`src/rtl/mcpu_pkg.sv`:
```
// Shared definitions for the MicroCPU ALU sequencer: opcodes, FSM encoding, instruction layout.
// Latency: n/a (constants and constant functions only).
// Backpressure: n/a.
package mcpu_pkg;

    // Default geometry of the sequencer and its register file
    localparam int DEF_CMD_SIZE  = 2;
    localparam int DEF_WORD_SIZE = 4;
    localparam int DEF_REG_ADDR  = 2;

    // ALU opcodes as understood by the external combinational ALU
    localparam int OP_AND = 0;
    localparam int OP_OR  = 1;
    localparam int OP_XOR = 2;
    localparam int OP_ADD = 3;

    // Sequencer states
    typedef enum logic [1:0] {
        ST_IDLE  = 2'd0,
        ST_ISSUE = 2'd1,
        ST_WB    = 2'd2
    } state_t;

    // Instruction layout, LSB first: src2, src1, dst, opcode, ldi (MSB)
    function automatic int src2_lsb(input int reg_addr);
        return 0 * reg_addr;
    endfunction

    function automatic int src1_lsb(input int reg_addr);
        return reg_addr;
    endfunction

    function automatic int dst_lsb(input int reg_addr);
        return 2 * reg_addr;
    endfunction

    function automatic int op_lsb(input int reg_addr);
        return 3 * reg_addr;
    endfunction

    function automatic int ldi_bit(input int cmd_size, input int reg_addr);
        return cmd_size + 3 * reg_addr;
    endfunction

endpackage

```
`src/rtl/mcpu_regfile.sv`:
```
// Register file: two combinational operand read ports, one debug read port, one write port.
// Latency: reads are combinational; a write becomes visible the cycle after its write edge.
// Backpressure: none, a write is accepted on every cycle wr_en is high.
module mcpu_regfile
    import mcpu_pkg::*;
#(
    parameter int WORD_SIZE = DEF_WORD_SIZE,
    parameter int REG_ADDR  = DEF_REG_ADDR
) (
    input  logic                 clk,
    input  logic                 rst_n,
    input  logic [REG_ADDR-1:0]  rd1_addr,
    output logic [WORD_SIZE-1:0] rd1_data,
    input  logic [REG_ADDR-1:0]  rd2_addr,
    output logic [WORD_SIZE-1:0] rd2_data,
    input  logic [REG_ADDR-1:0]  dbg_addr,
    output logic [WORD_SIZE-1:0] dbg_data,
    input  logic                 wr_en,
    input  logic [REG_ADDR-1:0]  wr_addr,
    input  logic [WORD_SIZE-1:0] wr_data
);

    localparam int NUM_REGS = 1 << REG_ADDR;

    logic [WORD_SIZE-1:0] regs_q [NUM_REGS];
    logic [WORD_SIZE-1:0] regs_d [NUM_REGS];

    // Next register contents: only the addressed entry changes on a write
    always_comb begin
        regs_d = regs_q;
        if (wr_en) begin
            regs_d[wr_addr] = wr_data;
        end
    end

    // Storage with synchronous clear of every entry
    always_ff @(posedge clk) begin
        if (!rst_n) begin
            regs_q <= '{default: '0};
        end else begin
            regs_q <= regs_d;
        end
    end

    // No write-to-read bypass: readers see the stored value only
    assign rd1_data = regs_q[rd1_addr];
    assign rd2_data = regs_q[rd2_addr];
    assign dbg_data = regs_q[dbg_addr];

endmodule

```
`src/rtl/mcpu_alu_sequencer.sv`:
```
// Sequencer feeding an external ALU: accept instruction, issue operands, capture result, write back.
// Latency: ALU op accept at edge N -> done in cycle N+2; LDI -> done in cycle N+1.
// Backpressure: instr_ready is low in ISSUE/WB; the source must hold its instruction until accepted.
module mcpu_alu_sequencer
    import mcpu_pkg::*;
#(
    parameter int CMD_SIZE  = DEF_CMD_SIZE,
    parameter int WORD_SIZE = DEF_WORD_SIZE,
    // 2*REG_ADDR must be >= WORD_SIZE so the immediate fills a whole word
    parameter int REG_ADDR  = DEF_REG_ADDR
) (
    input  logic                         CLK,
    input  logic                         RESET_N,
    input  logic                         instr_valid,
    input  logic [CMD_SIZE+3*REG_ADDR:0] instr,
    output logic                         instr_ready,
    output logic                         done,
    output logic                         overflow_flag,
    output logic [CMD_SIZE-1:0]          alu_opcode,
    output logic [WORD_SIZE-1:0]         alu_r1,
    output logic [WORD_SIZE-1:0]         alu_r2,
    input  logic [WORD_SIZE-1:0]         alu_out,
    input  logic                         alu_overflow,
    input  logic [REG_ADDR-1:0]          dbg_addr,
    output logic [WORD_SIZE-1:0]         dbg_data
);

    localparam int SRC2_LSB = src2_lsb(REG_ADDR);
    localparam int SRC1_LSB = src1_lsb(REG_ADDR);
    localparam int DST_LSB  = dst_lsb(REG_ADDR);
    localparam int OP_LSB   = op_lsb(REG_ADDR);
    localparam int LDI_BIT  = ldi_bit(CMD_SIZE, REG_ADDR);

    localparam logic [CMD_SIZE-1:0] OPC_ADD = CMD_SIZE'(OP_ADD);

    // Incoming instruction fields
    logic                     ldi_in;
    logic [CMD_SIZE-1:0]      op_in;
    logic [REG_ADDR-1:0]      dst_in;
    logic [REG_ADDR-1:0]      src1_in;
    logic [REG_ADDR-1:0]      src2_in;
    logic [2*REG_ADDR-1:0]    imm_full;
    logic [WORD_SIZE-1:0]     imm_in;

    assign ldi_in   = instr[LDI_BIT];
    assign op_in    = instr[OP_LSB +: CMD_SIZE];
    assign dst_in   = instr[DST_LSB +: REG_ADDR];
    assign src1_in  = instr[SRC1_LSB +: REG_ADDR];
    assign src2_in  = instr[SRC2_LSB +: REG_ADDR];
    assign imm_full = {src1_in, src2_in};
    assign imm_in   = imm_full[WORD_SIZE-1:0];

    // FSM and datapath state
    state_t                 state_q, state_d;
    logic                   ldi_q, ldi_d;
    logic [CMD_SIZE-1:0]    op_q, op_d;
    logic [REG_ADDR-1:0]    dst_q, dst_d;
    logic [WORD_SIZE-1:0]   result_q, result_d;
    logic                   ovf_tmp_q, ovf_tmp_d;
    logic                   overflow_flag_q, overflow_flag_d;
    logic [CMD_SIZE-1:0]    alu_opcode_q, alu_opcode_d;
    logic [WORD_SIZE-1:0]   alu_r1_q, alu_r1_d;
    logic [WORD_SIZE-1:0]   alu_r2_q, alu_r2_d;

    logic                   accept;
    logic                   rf_we;
    logic [WORD_SIZE-1:0]   rd1_data;
    logic [WORD_SIZE-1:0]   rd2_data;

    // Operands are read straight from the incoming instruction so they are sampled at accept
    mcpu_regfile #(
        .WORD_SIZE (WORD_SIZE),
        .REG_ADDR  (REG_ADDR)
    ) u_regfile (
        .clk      (CLK),
        .rst_n    (RESET_N),
        .rd1_addr (src1_in),
        .rd1_data (rd1_data),
        .rd2_addr (src2_in),
        .rd2_data (rd2_data),
        .dbg_addr (dbg_addr),
        .dbg_data (dbg_data),
        .wr_en    (rf_we),
        .wr_addr  (dst_q),
        .wr_data  (result_q)
    );

    // State register; reset also aborts any operation in flight
    always_ff @(posedge CLK) begin
        if (!RESET_N) begin
            state_q <= ST_IDLE;
        end else begin
            state_q <= state_d;
        end
    end

    // Next state: LDI skips the ALU issue cycle
    always_comb begin
        state_d = state_q;
        case (state_q)
            ST_IDLE: begin
                if (accept) begin
                    state_d = ldi_in ? ST_WB : ST_ISSUE;
                end
            end
            ST_ISSUE: state_d = ST_WB;
            ST_WB:    state_d = ST_IDLE;
            default:  state_d = ST_IDLE;
        endcase
    end

    // State-decoded outputs: handshake, completion pulse and writeback enable
    always_comb begin
        instr_ready = 1'b0;
        done        = 1'b0;
        rf_we       = 1'b0;
        case (state_q)
            ST_IDLE: instr_ready = 1'b1;
            ST_WB: begin
                done  = 1'b1;
                rf_we = 1'b1;
            end
            default: ;
        endcase
    end

    assign accept = instr_valid && instr_ready;

    // Datapath next values: latch on accept, capture the ALU in ISSUE, settle the flag in WB
    always_comb begin
        ldi_d           = ldi_q;
        op_d            = op_q;
        dst_d           = dst_q;
        result_d        = result_q;
        ovf_tmp_d       = ovf_tmp_q;
        overflow_flag_d = overflow_flag_q;
        alu_opcode_d    = alu_opcode_q;
        alu_r1_d        = alu_r1_q;
        alu_r2_d        = alu_r2_q;

        if (accept) begin
            ldi_d = ldi_in;
            op_d  = op_in;
            dst_d = dst_in;
            if (ldi_in) begin
                // The immediate travels through the result register so WB has one write source
                result_d = imm_in;
            end else begin
                alu_opcode_d = op_in;
                alu_r1_d     = rd1_data;
                alu_r2_d     = rd2_data;
            end
        end

        if (state_q == ST_ISSUE) begin
            result_d  = alu_out;
            ovf_tmp_d = alu_overflow;
        end

        // Only ADD produces a carry; logic ops clear the flag, LDI leaves it alone
        if ((state_q == ST_WB) && !ldi_q) begin
            overflow_flag_d = (op_q == OPC_ADD) ? ovf_tmp_q : 1'b0;
        end
    end

    // Datapath registers
    always_ff @(posedge CLK) begin
        if (!RESET_N) begin
            ldi_q           <= 1'b0;
            op_q            <= '0;
            dst_q           <= '0;
            result_q        <= '0;
            ovf_tmp_q       <= 1'b0;
            overflow_flag_q <= 1'b0;
            alu_opcode_q    <= '0;
            alu_r1_q        <= '0;
            alu_r2_q        <= '0;
        end else begin
            ldi_q           <= ldi_d;
            op_q            <= op_d;
            dst_q           <= dst_d;
            result_q        <= result_d;
            ovf_tmp_q       <= ovf_tmp_d;
            overflow_flag_q <= overflow_flag_d;
            alu_opcode_q    <= alu_opcode_d;
            alu_r1_q        <= alu_r1_d;
            alu_r2_q        <= alu_r2_d;
        end
    end

    assign overflow_flag = overflow_flag_q;
    assign alu_opcode    = alu_opcode_q;
    assign alu_r1        = alu_r1_q;
    assign alu_r2        = alu_r2_q;

endmodule

```
`config.mk`:
```
export PLATFORM = sky130hd
export DESIGN_NAME = mcpu_alu_sequencer
export DESIGN_NICKNAME = d
export VERILOG_FILES = /design/src/rtl/mcpu_pkg.sv /design/src/rtl/mcpu_regfile.sv /design/src/rtl/mcpu_alu_sequencer.sv
export SDC_FILE = /design/constraint.sdc
export NUM_CORES = 1
export LEC_CHECK = 0
export ABC_AREA = 1
export CORE_MARGIN = 1.5
export CORE_UTILIZATION = 25
export CTS_BUF_LIST = sky130_fd_sc_hd__clkbuf_8
export DETAILED_ROUTE_END_ITERATION = 8
export DONT_BUFFER_PORTS = 1
export PLACE_DENSITY_LB_ADDON = 0.1
export SLEW_MARGIN = 0
export SYNTH_ARGS = -nofsm -noshare
export SYNTH_HDL_FRONTEND = slang
export SYNTH_SLANG_ARGS = --single-unit
export TNS_END_PERCENT = 5
```
`constraint.sdc`:
```
create_clock -name CLK -period 1.2 [get_ports CLK]
set_input_delay 0.24 -clock CLK [delete_from_list [all_inputs] [get_ports CLK]]
set_output_delay 0.24 -clock CLK [all_outputs]
set_load 0.05 [all_outputs]
```
== Yosys cells after proc, flatten, opt, wreduce, memory -nomap -nowiden ==
Index checks and enable logic that the tools add are counted.

* Register bits: 39
* Bits in latches: 0
* RAM bits: 0
* Bits in read-only memories: 0
* Bits of input ports: 19
* Output and inout bits: 17
* Memories kept: 0

* Add/sub/neg operators: 0
* Multipliers: 0
* Divide/modulo/power cells: 0
* $lt $le $gt $ge: 5
* Equal/unequal tests: 4
* Shift operators: 0
* Mux-type cells: 21
* Bitwise operators: 5
* Reduce and logical (&&, ||, !) cells: 9

{| class="wikitable"
|+ Operators with widths
! operator !! number
|-
| $mux 4 || 10
|-
| $bmux 4 s2 || 3
|-
| $bwmux 16 || 1
|-
| $ge 3x3->1 const B || 4
|-
| $not 2->3 || 4
|-
| $demux 4 s2 || 1
|-
| $eq 2x2->1 const B || 2
|-
| $mux 2 || 2
|-
| $pmux 2 s2 || 1
|-
| $reduce_and 2->1 || 2
|-
| $reduce_bool 2->1 || 2
|-
| $logic_and 1x1->1 || 3
|-
| $lt 3x1->1 const B || 1
|-
| $mux 1 || 3
|-
| $eq 2x1->1 const B || 1
|-
| $logic_not 2->1 || 1
|-
| $ne 2x2->1 const B || 1
|-
| $logic_not 1->1 || 1
|-
| $not 1->1 || 1
|}

== Logic depth before layout (Yosys ltp) ==
Gate-level depths: netlist of run 1.

* Depth in word-level cells: 6
* Mapped depth: 7
* Gate-level depth less buffers: 7

== Hierarchy ==
A second synthesis of run 1 with hierarchy kept.

* Cell total of the unflattened synthesis: 307
* Area, all modules: 2060.7 µm²

{| class="wikitable"
|+ By module, submodules not included
! module !! times used !! cells each !! area an instance (µm²)
|-
| mcpu_regfile || 1 || 174 || 1074.8
|-
| mcpu_alu_sequencer || 1 || 133 || 985.9
|}

== Worst setup path before layout of run 1 ==
OpenSTA, ideal clock, no wires.

* Kind: input to output
* Start point: in dbg_addr[0]
* End point: out dbg_data[1]
* Arrival: 1.424 ns
* Data required time: 0.960 ns
* Slack: -0.464 ns
* Cell stages on the path: 5
* Path buffers: 1
* Path through: inv_1 > clkbuf_1 > o21ai_0 > a21oi_1 > a21oi_1

* Cells in the longest elaborated chain, start to end: 4

{| class="wikitable"
|+ Ends and longest elaborated chain
! item !! line !! text
|-
| from (decl) || mcpu_alu_sequencer.sv:24 || <nowiki>input logic [REG_ADDR-1:0] dbg_addr,</nowiki>
|-
| $not 2->3 (implied by the code) || mcpu_regfile.sv:48 || <nowiki>assign dbg_data = regs_q[dbg_addr];</nowiki>
|-
| $bmux 4 s2 || mcpu_regfile.sv:48 ||
|-
| $mux 4 (implied by the code) (2 in series) || mcpu_regfile.sv:48 ||
|-
| to (decl) || mcpu_alu_sequencer.sv:25 || <nowiki>output logic [WORD_SIZE-1:0] dbg_data</nowiki>
|}

No other way between the ends. The select of a mux whose other input is x is not followed.

== Worst setup path after layout of run 1 ==
* Start point: reg u_regfile.regs_q[8] (netlist bit)
* End point: out dbg_data[0]

* Cells in the longest elaborated chain, start to end: 3

{| class="wikitable"
|+ Ends and longest elaborated chain
! item !! line !! text
|-
| from (decl) || mcpu_regfile.sv:25 || <nowiki>logic [WORD_SIZE-1:0] regs_q [NUM_REGS];</nowiki>
|-
| from (signal assigned) || mcpu_regfile.sv:41 || <nowiki>regs_q <= regs_d;</nowiki>
|-
| $bmux 4 s2 || mcpu_regfile.sv:48 ||
|-
| $mux 4 (implied by the code) (2 in series) || mcpu_regfile.sv:48 ||
|}

No other way between the ends. The select of a mux whose other input is x is not followed.

==> metrics.txt, run 1 <==
std cell rows=31; # Max-Cap Violations=0; Worst-Margin Slew=500 ps; Placed Cells=397; remaining antenna violation count after routing=0; I/O Buffers=0; R2R depth=5; Clock Power Share=31.5%; H-tree levels=2; failing checks=setup timing; global route overflow=0; Worst Min Path Start=instr[7]; total power=2.83 mW; endpoints failing setup=6; Max VDD drop=0.532 mV; vias in the first global route=1,787; post-route clock period utilization=117%; Highest Clock Rate=709 MHz; die width=89.9 um; CP max stage delay=350 ps; FF-to-FF setup slack=40 ps; wire per inst=13.3 um; Seq/Total Area, Yosys=41.4%; critical path cell sequence=inv_2 > o21ai_2 > a21oi_2 > a21oi_4 > buf_12; Initial Utilization=25.9%; met2 Use GR=22.2%; synthesized area per cell=6.74 um^2; CP max FO=2; slowest CP cell=dfxtp_2; Arr. time, crit path=1170 ps; final slew viol count=0; Filler Cells Inserted=858; fraction of layout instances using a drive strength above 1=24.2%; WP buf/inv=2; Leak=1.04 nW; setup TNS=-989 ps; core area=7290 um^2; clock root buffer=clkbuf_8; area grow syn2layout=28.5%; Sequential Power Share=50.5%; top post-synthesis cells by area=dfxtp_1, nand2_1, nor2_1, o21ai_0, a21oi_1; Die ar.=8080 um^2; worst min path class=in2reg; Setup Fix Bufs, Post-CTS=0; Vias=1,825; detailed router's first-iteration violation count=72; commonest cells after routing, fill and taps aside=nand2_1, nor2_1, dfxtp_1; final core utilization=33.3%; num ports=36; clk sink count=39; Die Ht=89.9 um; Fin. Hold Viols=0; first-pass GRT wire length=9.10 mm; RePlAce Congestion=0.746; Critical R2R Launch=state_q[1]; latest clock arrival within the worst-skew pair=300 ps; post-route setup slack=-210 ps; Synth Register Bits=39; worst reg2reg endpoint=alu_r1[0]; Worst EP required=960 ps; status=finished with violations; largest net degree at the start of global routing=34; 1st-pass router iterations=4; Post-Syn Instances=280; synthesized area=1890 um^2; drt via density=4.51; final worst path period need=1410 ps; combinational share of power=18.0%; gr busiest metal=met2; final WL=5.39 mm; Levels on crit path=5; Critical Path End Type=output pin; sw power=0.884 mW; yosys warns=0; PwrDens=1170 nW/um^2; clock buffer depth=2; post-synth top area cell=dfxtp_1; DRC violations left=0; count of cell types in the netlist=19; syn nets=299; hold endpoint=alu_opcode[1]; met1 Resource Use GR=19.3%; Critical Path Source Type=flop; CTS buffer count=5; GRT Util Overall=14.3%; initial antenna violation count=0; Crit path max-delay family=flip-flops; RSZ-0062 raised after global routing=true; Yosys top cell area share=41.4%; post-route insts no fill=405; critical path class=reg2out; hold path depth=2; Pint=1.95 mW; Sw Ratio=31.2%; detailed placer's ending HPWL=4.10 mm; commonest non-fill, non-tap cell in the layout=nand2_1; antenna cells=0; clock skew=4.47 ps; Reg clk slew, reported paths=80 ps; TritonCTS clock tree=done; Layout Nets=324; GR Layer Usage met3=4.48%; worst relative slew slack=66.6%
==> cell type report <==
class	count	area (um^2)	share of cell area, %
clock buffer	5	68.8	2.84
clock inverter	3	12.5	0.516
inverter	29	111	4.59
multi-input combinational	203	1040	42.8
sequential	39	795	32.7
tap	99	124	5.11
timing repair buffer	27	277	11.4
==> stage by stage <==
step                hold WS, ps  area, um^2  worst slack (ps)
finish                     38.1        2430              -210
global route               50.9        2430              -272
CTS                        39.4        2420              -214
detailed placement          356        2290             -21.6
global placement            349        2290             -23.4
floorplan                   343        1950              -107
==> logic make-up (layout without fill, tap and decap cells) <==
group,after synthesis,in the layout,share of synthesized area (%)
compound gates,60,60,17.2
flops,39,39,41.4
buf+inv,38,64,8.28
simple gates,143,143,33.1
==> power groups by stage <==
stage / clock [mW] / sequential, mW / combinational (mW)
floorplan: 0 / 1.49 / 0.322
global placement: 0 / 1.46 / 0.492
detailed placement: 0 / 1.46 / 0.492
CTS: 0.921 / 1.43 / 0.511
global route: 0.971 / 1.44 / 0.567
finish: 0.891 / 1.43 / 0.510
==> registers in the layout, indices dropped and copies added (netlist names) <==
| name | flops |
|---|---|
| ldi_q | 1 |
| result_q | 4 |
| dst_q | 2 |
| alu_r2 | 4 |
| overflow_flag | 1 |
| state_q | 2 |
| alu_opcode | 2 |
| op_q | 2 |
| ovf_tmp_q | 1 |
| u_regfile.regs_q | 16 |
| alu_r1 | 4 |
==> per-layer routing <==
| metal | vias up | part of all wire [%] |
|---|---|---|
| li1 | 963 | - |
| met1 | 823 | 52 |
| met2 | 35 | 43 |
| met3 | 4 | 4.5 |
| met4 | 0 | 0.63 |
| met5 | - | 0 |
==> how the worst max path moves through the flow <==
stage	slack (ps)	start	end
global placement	-20	dbg_addr[0]	dbg_data[3]
finish	-210	u_regfile.regs_q[8]	dbg_data[0]
CTS	-210	u_regfile.regs_q[8]	dbg_data[0]
floorplan	-110	state_q[1]	alu_r1[0]
global route	-270	u_regfile.regs_q[9]	dbg_data[1]
detailed placement	-20	dbg_addr[0]	dbg_data[1]
==> synth_stat cells <==
| cell | number |
|---|---|
| nand3_1 | 18 |
| nor2_1 | 46 |
| nand2_4 | 1 |
| inv_1 | 23 |
| inv_2 | 2 |
| clkinv_1 | 4 |
| buf_2 | 2 |
| nor2_4 | 3 |
| nand3_2 | 5 |
| dfxtp_1 | 39 |
| o211ai_1 | 10 |
| nor2_2 | 1 |
| clkbuf_1 | 5 |
| nand2_2 | 1 |
| nand2_1 | 68 |
| o21ai_0 | 29 |
| buf_6 | 1 |
| a21oi_1 | 21 |
| buf_4 | 1 |
==> repair_timing <==
item                       4_1_cts  5_1_grt
setup endpoints to repair        6       34
hold buffers                     0        0
pin swaps                        4        3
gates resized for setup         24       12
==> worst register-to-register path: stages (launching register included) <==
cell and delay [ps]:
dfxtp_4 370, nor2_4 180, nand2_4 80, nor2_1 240
o21ai_0 120, nor2_1 100
(Power assumes the default switching activity.)
==> run 2: changes to the inputs <==
- SKIP_CTS_REPAIR_TIMING: unset -> 1
- SYNTH_HIERARCHICAL: unset -> 1
==> run 2 against run 1 <==
Net effect:
- cell count rose by 8.6%
- via count grew 5.6%
- global-route usage shrank 0.32 points
- sequential share of layout area decreased by 1.8 points
- total power rose by 2.9%
- register-to-register slack gained 30 ps
- clock-buffer cell count is 1 higher
- clock power is 8.2% higher
- die area is 8.8% higher
- first-iteration DRC count up 53%
- largest cell class unchanged
- routed wire length up 6.5%
- the run still ends with setup timing left
- clock skew is 2.4 ps lower
==> metrics.txt, run 2 <==
status=finished with violations; failing checks=setup timing; first-pass GRT wire length=9.27 mm; top_reg_cell synth=dfxtp_1; setup TNS=-639 ps; clk sink count=39; final worst path period need=1330 ps; initial antenna violation count=0; area grow syn2layout=25.1%; H-tree levels=2; Vias=1,927; Pint=2.02 mW; Async S/R FF share, synth=0%; combinational share of power=18.2%; FF-to-FF setup slack=70 ps; largest net degree at the start of global routing=40; mux share of post-synthesis cell area=0%; WHS=46.3 ps; fraction of layout instances using a drive strength above 1=22.5%; final non-filler cell area=2580 um^2; post-route clock period utilization=111%; post-synth top area cell=dfxtp_1; Worst Min Path Start=RESET_N; most frequent cells after synthesis=nand2_1, nor2_1, inv_1, dfxtp_1, o211ai_1; main combinational cell family by area after synthesis=simple AND/OR/NAND/NOR gates; Seq/Total Area, Yosys=37.9%; Leak=1.28 nW; CP max stage delay=350 ps; post-place instance area=2420 um^2; global route overflow=0; hold path depth=2; synthesized area per cell=6.71 um^2; Initial Utilization=26.3%; Worst EP required=960 ps; Synth Register Bits=39; R2R depth=6; worst reg2reg endpoint=alu_r1[0]; Clock Power Share=33.1%; GRT Util Overall=14.0%; Critical R2R Launch=u_regfile/regs_q[4]; Placed Cells=428; DRC violations left=0; Synth Area in Compound Gates=14.9%; final slew viol count=0; syn nets=326; endpoints failing setup=6; worst min path class=in2reg; std cell rows=32; clock root buffer=clkbuf_8; latest clock arrival within the worst-skew pair=290 ps; remaining antenna violation count after routing=0; sw power=0.889 mW; Layout Nets=356; Yosys top cell area share=37.9%; clock skew=2.08 ps; detailed placer's ending HPWL=4.20 mm; # Max-Cap Violations=0; Arr. time, crit path=1090 ps; top post-synthesis cells by area=dfxtp_1, nand2_1, nor2_1, o211ai_1, inv_1; Sw Ratio=30.5%; commonest cells after routing, fill and taps aside=nand2_1, nor2_1, inv_1; Synth Area in XOR/XNOR=0%; Critical Path End Type=output pin; post-route insts no fill=440; drt via density=4.38; final WL=5.74 mm; die width=93.8 um; adder-cell share of the synthesized area=0%; synthesized area=2060 um^2; Critical Path Source Type=flop; Max VDD drop=0.566 mV; CP max FO=3; RSZ-0062 raised after global routing=true; most instantiated library cell after synthesis=nand2_1; Die ar.=8800 um^2; Reg clk slew, reported paths=80 ps; Post-Syn Instances=307; Worst-Margin Slew=318 ps; count of cell types in the netlist=23; num ports=36; Sequential Power Share=48.7%; final core utilization=32.8%; TritonCTS clock tree=done; clock buffer depth=2; critical path class=reg2out; I/O Buffers=0; Largest register FFs=16; CTS buffer count=5; detailed router's first-iteration violation count=110; RePlAce Congestion=0.765; total power=2.91 mW; antenna cells=0; critical path cell sequence=o211ai_1 > nand2_1 > buf_12; 1st-pass router iterations=4; yosys warns=6; hold endpoint=state_q[1]; Post-Synth Simple-Gate Area=34.4%; vias in the first global route=1,727; post-route setup slack=-129 ps; PwrDens=1130 nW/um^2; slowest CP cell=dfxtp_2; core area=7850 um^2; Fin. Hold Viols=0; Die Ht=93.8 um; Highest Clock Rate=752 MHz; wire per inst=13.0 um; commonest non-fill, non-tap cell in the layout=nand2_1; Filler Cells Inserted=897; Reg with most FFs=u_regfile/regs_q; worst slack, placed=39.1 ps; worst relative slew slack=78.8%; Post-synth EDFFs=0
==> run 2: cell count changes in the layout (fill, tap and decap cells not counted), sizes merged, moves of 4 or more <==
cell	before	now
nand2	70	84
a21oi	21	6
buf	27	37
o211ai	10	24
inv	27	45
clkinv	5	1
nand3	23	27
o21ai	29	15
==> run 2: cell type report <==
class	instances	area, um^2	area share [%]
Multi-Input combinational cell	210	1040	40.4
Sequential cell	39	798	31.0
Timing Repair Buffer	37	348	13.5
Inverter	44	168	6.50
Tap cell	102	128	4.95
Clock buffer	6	82.6	3.20
Clock inverter	2	12.5	0.485
==> run 2: kinds of logic (layout without fill, tap and decap cells) <==
group                  after synthesis  after routing
AND/OR/NAND/NOR                    165            165
buffers and inverters               58             89
AO/OA/AOI/OAI                       45             45
flip-flops                          39             39
==> run 2: power groups by stage <==
stage / registers (mW) / logic, mW / clock network, mW
final: 1.42 / 0.529 / 0.964
after global placement: 1.45 / 0.522 / 0
after floorplan: 1.49 / 0.358 / 0
after detailed placement: 1.45 / 0.521 / 0
after global routing: 1.43 / 0.586 / 1.05
after CTS: 1.42 / 0.522 / 0.995
==> run 2: worst max-delay path by stage <==
stage	slack, ps	from	to
6_report	-130	u_regfile/regs_q[7]	dbg_data[3]
5_1_grt	-200	u_regfile/regs_q[13]	dbg_data[1]
4_1_cts	-280	state_q[1]	done
3_5_place_dp	40	state_q[1]	u_regfile/regs_q[14]
3_3_place_gp	60	state_q[1]	u_regfile/regs_q[15]
2_1_floorplan	-120	state_q[1]	u_regfile/regs_q[11]
==> run 2: critical path: cells and delay by family, from the launching register on <==
kind	cells	cell delay [ps]
flip-flops	1	350
AO/OA/AOI/OAI	1	170
AND/OR/NAND/NOR	1	120
buffers and inverters	1	160
==> run 2: per-layer routing <==
layer | global-route usage, % | routed length (um) | vias to the layer above
li1 | - | - | 1031
met1 | 19.9 | 2910 | 847
met2 | 20.0 | 2390 | 41
met3 | 3.80 | 357 | 8
met4 | 4.85 | 80 | 0
met5 | 0 | 0 | -
